==> src/rtl/and2_pkg.sv <==
// Shared defaults for the and2 block: operand width, counter width and the
// all-ones value the activity counter saturates at.
package and2_pkg;

    localparam int WIDTH_DEF = 1;
    localparam int CNT_W_DEF = 16;

    localparam logic [CNT_W_DEF-1:0] CNT_MAX_DEF = {CNT_W_DEF{1'b1}};

endpackage : and2_pkg

==> src/rtl/and2_sat_cnt.sv <==
// Saturating up-counter: clears on rst or clr, otherwise counts inc pulses
// and sticks at all-ones instead of wrapping.
module and2_sat_cnt
    import and2_pkg::*;
#(
    parameter int CNT_W = CNT_W_DEF
) (
    input  logic             clk,
    input  logic             rst,
    input  logic             clr,
    input  logic             inc,
    output logic [CNT_W-1:0] cnt
);

    localparam logic [CNT_W-1:0] CNT_MAX = {CNT_W{1'b1}};
    localparam logic [CNT_W-1:0] CNT_ONE = CNT_W'(1);

    logic [CNT_W-1:0] cnt_r;

    // Count register; rst outranks clr, which outranks the increment.
    always_ff @(posedge clk) begin
        if (rst) begin
            cnt_r <= '0;
        end else if (clr) begin
            cnt_r <= '0;
        end else if (inc && (cnt_r != CNT_MAX)) begin
            cnt_r <= cnt_r + CNT_ONE;
        end else begin
            cnt_r <= cnt_r;
        end
    end

    assign cnt = cnt_r;

endmodule : and2_sat_cnt

==> src/rtl/and2.sv <==
// Bitwise AND with a registered copy, per-bit rising-edge flags and a
// saturating count of cycles in which the AND result was nonzero.
module and2
    import and2_pkg::*;
#(
    parameter int WIDTH = WIDTH_DEF,
    parameter int CNT_W = CNT_W_DEF
) (
    input  logic             clk,
    input  logic             rst,
    input  logic [WIDTH-1:0] a,
    input  logic [WIDTH-1:0] b,
    input  logic             clr_cnt,
    output logic [WIDTH-1:0] c,
    output logic [WIDTH-1:0] c_q,
    output logic [WIDTH-1:0] c_rise,
    output logic [CNT_W-1:0] hi_cnt
);

    logic [WIDTH-1:0] c_s;
    logic             c_nz_s;
    logic [WIDTH-1:0] c_q_r;
    logic [WIDTH-1:0] c_rise_r;

    // Purely combinational so c is valid even while the clock is stopped.
    assign c_s    = a & b;
    assign c_nz_s = |c_s;

    // Edge flags compare against the pre-edge c_q, so a held bit pulses once.
    always_ff @(posedge clk) begin
        if (rst) begin
            c_q_r    <= '0;
            c_rise_r <= '0;
        end else begin
            c_q_r    <= c_s;
            c_rise_r <= c_s & ~c_q_r;
        end
    end

    and2_sat_cnt #(
        .CNT_W (CNT_W)
    ) u_sat_cnt (
        .clk (clk),
        .rst (rst),
        .clr (clr_cnt),
        .inc (c_nz_s),
        .cnt (hi_cnt)
    );

    assign c      = c_s;
    assign c_q    = c_q_r;
    assign c_rise = c_rise_r;

endmodule : and2

==> config.mk <==
export PLATFORM = sky130hd
export DESIGN_NAME = and2
export DESIGN_NICKNAME = d
export VERILOG_FILES = /design/src/rtl/and2_pkg.sv /design/src/rtl/and2_sat_cnt.sv /design/src/rtl/and2.sv
export SDC_FILE = /design/constraint.sdc
export NUM_CORES = 1
export LEC_CHECK = 0
export CAP_MARGIN = 20
export CORE_MARGIN = 2
export CORE_UTILIZATION = 40
export DETAILED_ROUTE_END_ITERATION = 7
export PLACE_DENSITY = 0.79
export SLEW_MARGIN = 5
export SYNTH_ARGS = -nofsm -noshare
export SYNTH_HDL_FRONTEND = slang
export SYNTH_SLANG_ARGS = --single-unit
==> constraint.sdc <==
create_clock -name clk -period 1.8 [get_ports clk]
set_clock_uncertainty 0.15 [all_clocks]
set_input_delay 0.45 -clock clk [delete_from_list [all_inputs] [get_ports clk]]
set_output_delay 0.45 -clock clk [all_outputs]
set_load 0.03 [all_outputs]
==> results of run 1 <==
[stage by stage]
step	setup slack, ns	hold WS, ns
after CTS	0.00512	0.290
after global routing	-0.0725	0.317
after floorplan	-0.00609	0.372
after detailed placement	-0.435	0.280
final	0.0250	0.283
after global placement	-0.399	0.279
[worst max path at each step]
stage / start / to / cells past startpoint
4_1_cts: u_sat_cnt.cnt[0] / hi_cnt[0] / 2
2_1_floorplan: u_sat_cnt.cnt[0] / u_sat_cnt.cnt[1] / 7
5_1_grt: u_sat_cnt.cnt[9] / u_sat_cnt.cnt[9] / 5
3_5_place_dp: a / u_sat_cnt.cnt[6] / 5
6_report: u_sat_cnt.cnt[9] / u_sat_cnt.cnt[9] / 5
3_3_place_gp: a / u_sat_cnt.cnt[6] / 5
[cell type report]
type                       count  area (um2)  share of cell area [%]
timing repair buffer          40         349                    24.7
clock buffer                   4        36.3                    2.57
inverter                       2        10.0                   0.709
multi-input combinational     80         588                    41.7
tap                           28        35.0                    2.48
sequential                    18         393                    27.8
[cell families after synthesis]
family,count (synthesis),share of synthesized area [%]
buffers and inverters,8,5.96
AND/OR/NAND/NOR,49,33.0
AO/OA/AOI/OAI,26,18.3
flip-flops,18,38.1
multiplexers,3,3.31
adder cells (fa/ha/maj),1,1.32
[repair_timing]
item                                    4_1_cts  5_1_grt
gates resized for setup                      27       12
endpoints found under the setup margin       29       13
setup buffers                                 2        0
gates cloned                                  0        2
pin swaps                                     2        4
[layer usage]
metal	track usage, %	vias to the layer above	wire length [um]
met3	3.14	6	80
li1	-	490	-
met5	0	-	0
met1	22.6	493	1060
met4	6.84	0	41
met2	32.1	21	1380
[worst register-to-register path, stage by stage (launching register included)]
cell and delay, ns:
dfxtp_2 0.41, nand4_1 0.23, nor4_2 0.52, buf_6 0.19, o31ai_1 0.08, a21oi_1 0.14
[report_power, final]
group / leakage, nW / internal [mW] / switching, mW
sequential: 0.155 / 0.393 / 0.00152
combinational: 0.385 / 0.0273 / 0.0323
clock: 0.0210 / 0.123 / 0.133
[state kept, by name, indices dropped and copies added, names as in the netlist]
name	cells
u_sat_cnt.cnt	16
c_rise	1
c_q	1
[placed cells by master, fill, tap and decap left out, types with 2 or more instances in the layout]
cell             count
a21oi_1              4
a21oi_2              9
and3_1               2
buf_4               13
buf_6                3
clkbuf_4             3
clkdlybuf4s50_1      2
dfxtp_1              2
dfxtp_2             11
dfxtp_4              5
dlygate4sd2_1       18
mux2i_1              2
nand2_1              7
nand3_1              5
nand4_1              6
nor2_1               5
nor4_1               3
o21ai_1              5
o31ai_1              8
or3_2                4
or4_1                4
or4_4                3
==> results.py, run 1 <==
metrics = {
    "run_status": {
        "status": "finished, final reports clean",
    },
    "sta": {
        "fin_crit_ns": 1.77,
        "slew-limit-headroom_pct": 65.5,
        "slew_viol_final": 0,
        "timing.setup.tns_ns": 0,
        "clock.fmax_mhz": 563,
        "rsz0062_at_grt": "true",
        "finalSetupViolations": 0,
        "hold_viol_final": 0,
        "worst_pin_slew_ns": 0.514,
        "min_period_over_period_pct": 98.6,
    },
    "floorplanning": {
        "die_area_um2": 2770,
        "die_w_um": 52.6,
        "core_area_um2": 2210,
        "dieHeight_um": 52.6,
        "io_pins": 24,
        "start_util_pct": 42.7,
        "rows": 17,
    },
    "synthesis": {
        "ys_seq_area_share_pct": 38.1,
        "netlist_top_cells_count": "18 x dfxtp_1, 8 x nand2_1, 8 x o31ai_1, 7 x a21oi_1",
        "synth_nets": 111,
        "syn_inst": 105,
        "synthFlopType": "dfxtp_1",
        "synth_top_area_share_pct": 38.1,
        "syn_area_um2": 945,
        "yosys.area.top_type": "dfxtp_1",
        "synth_area_leaders": "dfxtp_1 38%, o31ai_1 6.4%, a21oi_2 5.6%",
        "yosysMostFrequentCell": "dfxtp_1",
        "ys_ff_latch": 18,
        "syn_avg_cell_area_um2": 9.00,
        "ys.warnings.count": 0,
        "async_reset_ff_share_pct": 0,
        "ys_types": 29,
        "synth-edff-count": 0,
    },
    "clock_network": {
        "clk_pin_slew_ns": 0.11,
        "hold_buffers": 0,
        "cts.sinks": 18,
        "cts_root_buf": "clkbuf_4",
        "clock_latency_ns": 0.30,
        "clockBufferDepth": 2,
        "cts_buffers": 3,
        "htree_levels": 1,
        "cts_tree": "built",
    },
    "placement": {
        "io_buffer_count": 23,
        "placed_cells": 164,
        "detailed_place_hpwl_mm": 1.65,
        "place_congestion": 0.849,
        "dpl_cell_area_um2": 1310,
    },
    "global_routing": {
        "grt_pass1_wl_mm": 3.86,
        "antenna_found_initial": 0,
        "grt.overflow.total": 0,
        "grt_max_degree": 14,
        "grt_pass1_vias": 900,
        "grt_usage_pct": 18.5,
    },
    "routing": {
        "dr.pass1.iters": 4,
        "vias_per_cell": 5.87,
        "wl_per_cell_um": 14.9,
        "vias": 1010,
        "drt_iter0_drc": 13,
        "drc": 0,
        "wirelength_mm": 2.56,
        "ant_nets": 0,
    },
    "min_path": {
        "hold_depth": 1,
        "hp-class": "reg -> reg",
        "min_from": "c_q",
        "whs_endpoint": "c_rise",
    },
    "worst_setup_path": {
        "reg2reg_slack_ns": 0.03,
        "path_class": "reg -> reg",
        "worstPathArrival_ns": 1.86,
        "worst_r2r_endpoint": "u_sat_cnt.cnt[9]",
        "cp_top_family": "simple AND/OR/NAND/NOR gates",
        "crit_path_max_fanout": 7,
        "cp-start-kind": "flop",
        "end_kind": "flop",
        "r2r_start": "u_sat_cnt.cnt[9]",
        "cp_cell_sequence": "nand4_1, nor4_2, buf_6, o31ai_1, a21oi_1",
        "worstRegToRegCells": 5,
        "critPathMaxStageDelay_ns": 0.52,
        "cp.buffers_inverters": 1,
        "slowest_stage": "nor4_2",
        "cp.required_ns": 1.89,
    },
    "finish": {
        "fin_util_pct": 63.8,
        "fill_cells": 194,
        "drive_gt1_share_pct": 44.4,
        "num_antenna_cells": 0,
        "design_area_um2": 1410,
        "final_cell_count_no_fill": 172,
        "area_growth_pct": 49.4,
        "fin_nets": 151,
    },
    "flow_run": {
        "cap_viol_max_count": 0,
    },
    "power": {
        "power.density_nw_per_um2": 504,
        "peakVddDrop_mv": 0.446,
        "p_total_mw": 0.711,
        "leakage_nw": 0.561,
    },
}
Note: power is estimated with default switching activity, not from simulation.
==> inputs of run 2 (changes only) <==
- CORE_ASPECT_RATIO: not set -> 0.6
==> run 2 against run 1 <==
Critical path type unchanged. The flow now finishes with violations (negative setup slack). Critical endpoint is now u_sat_cnt.cnt[15]. Die area up 0.48%. Worst hold slack worse by 0.0072 ns. Non-clock buffer count up 4. Core utilization up 2.4 points. Sequential power down 1%. First-iteration DRC count rose to 7.5 times the previous value. Fmax down 6.4%. Final area up 3.0%. Wire length up 6.4%. Critical path depth up 1.
==> results.py, run 2 (synthesis gave the netlist of run 1 again) <==
metrics = {
    "floorplanning": {
        "start_util_pct": 43.0,
        "io_pins": 24,
        "die_w_um": 66.7,
        "die_area_um2": 2780,
        "core_area_um2": 2200,
        "rows": 13,
        "dieHeight_um": 41.6,
    },
    "sta": {
        "fin_crit_ns": 1.90,
        "worst_pin_slew_ns": 0.475,
        "clock.fmax_mhz": 527,
        "min_period_over_period_pct": 105,
        "fin_hold_ws_ns": 0.276,
        "timing.setup.tns_ns": -0.0973,
        "slew_viol_final": 0,
        "finalSetupViolations": 1,
        "hold_viol_final": 0,
        "worst_slack_ns": -0.0973,
        "rsz0062_at_grt": "true",
        "slew-limit-headroom_pct": 68.0,
    },
    "routing": {
        "wirelength_mm": 2.73,
        "dr.pass1.iters": 4,
        "wl_per_cell_um": 15.4,
        "vias": 1000,
        "drc": 0,
        "drt_iter0_drc": 97,
        "vias_per_cell": 5.65,
        "ant_nets": 0,
    },
    "power": {
        "power.density_nw_per_um2": 546,
        "pwr-share-seq_pct": 49.2,
        "combPwrFrac_pct": 7.8,
        "clkPwrFrac_pct": 42.9,
        "p_sw_share_pct": 22.7,
        "intPower_mw": 0.613,
        "switching_power_mw": 0.180,
        "leakage_nw": 0.595,
        "p_total_mw": 0.793,
        "peakVddDrop_mv": 0.439,
    },
    "clock_network": {
        "cts_tree": "built",
        "clk_pin_slew_ns": 0.07,
        "cts_root_buf": "clkbuf_8",
        "clockBufferDepth": 2,
        "htree_levels": 1,
        "clock_latency_ns": 0.26,
        "cts.sinks": 18,
        "hold_buffers": 0,
        "cts_buffers": 3,
    },
    "finish": {
        "design_area_um2": 1450,
        "area_growth_pct": 53.9,
        "drive_gt1_share_pct": 42.9,
        "largest_reg_flops": 16,
        "fin_nets": 154,
        "fin_util_pct": 66.2,
        "num_antenna_cells": 0,
        "final_common_cell": "dlygate4sd2_1",
        "final_cell_mix": "20 x dlygate4sd2_1, 18 x buf_4, 8 x o31ai_1, 8 x dfxtp_4, 8 x dfxtp_2",
    },
    "placement": {
        "place_congestion": 0.845,
        "dpl_cell_area_um2": 1320,
        "io_buffer_count": 23,
        "detailed_place_hpwl_mm": 1.74,
    },
    "worst_setup_path": {
        "slowest_stage": "dfxtp_2",
        "reg2reg_slack_ns": -0.1,
        "crit_path_max_fanout": 9,
        "cp-start-kind": "flop",
        "cpMostUsedCell": "buf_4",
        "worstRegToRegCells": 6,
        "critPathMaxStageDelay_ns": 0.42,
        "worst_r2r_endpoint": "u_sat_cnt.cnt[15]",
        "r2r_start": "u_sat_cnt.cnt[3]",
        "cp_cell_sequence": "and3_1, nand4_1, buf_4, buf_4, nor4_1, mux2i_1",
        "cp.required_ns": 1.82,
        "end_kind": "flop",
        "path_class": "reg -> reg",
        "worstPathArrival_ns": 1.92,
    },
    "global_routing": {
        "antenna_found_initial": 0,
        "grt_pass1_wl_mm": 4.09,
        "grt_use_met1_pct": 26.8,
        "grt_usage_pct": 19.6,
        "grt_use_met3_pct": 7.32,
        "grt_max_degree": 15,
        "grt_pass1_vias": 874,
        "busiest_layer": "met2",
        "grt.overflow.total": 0,
        "grtUsageMet2_pct": 28.6,
    },
    "min_path": {
        "min_from": "c_q",
        "whs_endpoint": "c_rise",
        "hp-class": "reg -> reg",
        "hold_depth": 1,
    },
    "flow_run": {
        "cap_viol_max_count": 0,
    },
    "run_status": {
        "failed_checks": "negative setup slack",
        "status": "complete, but fails checks",
    },
}
-- run 2: cell count changes in the layout (fill, tap and decap cells not counted), moves of 2 or more --
cell | before | now
a21oi_1 | 4 | 7
clkbuf_8 | 1 | 4
dlygate4sd2_1 | 18 | 20
a21oi_2 | 9 | 6
buf_4 | 13 | 18
dfxtp_2 | 11 | 8
clkbuf_4 | 3 | 0
dfxtp_4 | 5 | 8
-- run 2: metal layers --
metal	wire (um)	share of wire (%)	vias up
li1	-	-	496
met1	1220	45	471
met2	1360	50	29
met3	115	4.2	4
met4	26	0.95	0
met5	0	0	-
-- run 2: final cells by class --
cell class	instances	area (um2)
fill	193	742
multi-input combinational	79	567
sequential	18	400
timing repair buffer	44	384
clock buffer	4	55.1
tap	30	37.5
inverter	2	10.0
-- run 2: worst max-delay path by stage --
stage | to | slack (ns) | start
6_report | u_sat_cnt.cnt[15] | -0.1 | u_sat_cnt.cnt[3]
5_1_grt | u_sat_cnt.cnt[15] | -0.17 | u_sat_cnt.cnt[3]
4_1_cts | u_sat_cnt.cnt[13] | 0.003 | u_sat_cnt.cnt[0]
3_5_place_dp | u_sat_cnt.cnt[3] | -0.44 | b
3_3_place_gp | u_sat_cnt.cnt[6] | -0.40 | a
2_1_floorplan | u_sat_cnt.cnt[1] | -0.006 | u_sat_cnt.cnt[0]
-- run 2: what timing repair did --
item,4_1_cts,5_1_grt
setup endpoints to repair,33,12
resized for setup,26,10
setup buffers,3,3
pin swaps,3,3
-- run 2: stage by stage --
stage                     setup slack (ns)  cells
after CTS                          0.00282    174
final                              -0.0973    177
after detailed placement            -0.438    167
after global routing                -0.167    177
after global placement              -0.399    167
after floorplan                   -0.00609    105
-- run 2: power by group through the flow --
stage / Clock, mW / Sequential (mW) / Combinational (mW)
after floorplan: 0 / 0.414 / 0.0207
after global placement: 0 / 0.408 / 0.0568
after detailed placement: 0 / 0.409 / 0.0582
after CTS: 0.350 / 0.399 / 0.0616
after global routing: 0.367 / 0.391 / 0.0669
final: 0.341 / 0.391 / 0.0620
-- run 2: critical path, delay by kind of cell, from the launching register on --
kind,cells,cell delay (ns)
AND/OR/NAND/NOR,3,0.63
buffers and inverters,2,0.33
multiplexers,1,0.29
flip-flops,1,0.42
==> inputs of run 3 (changes only) <==
- HOLD_SLACK_MARGIN: not set -> 0.06
==> results of run 3 <==
Same layout as run 2: the final DEF is identical, and so are final timing and power.
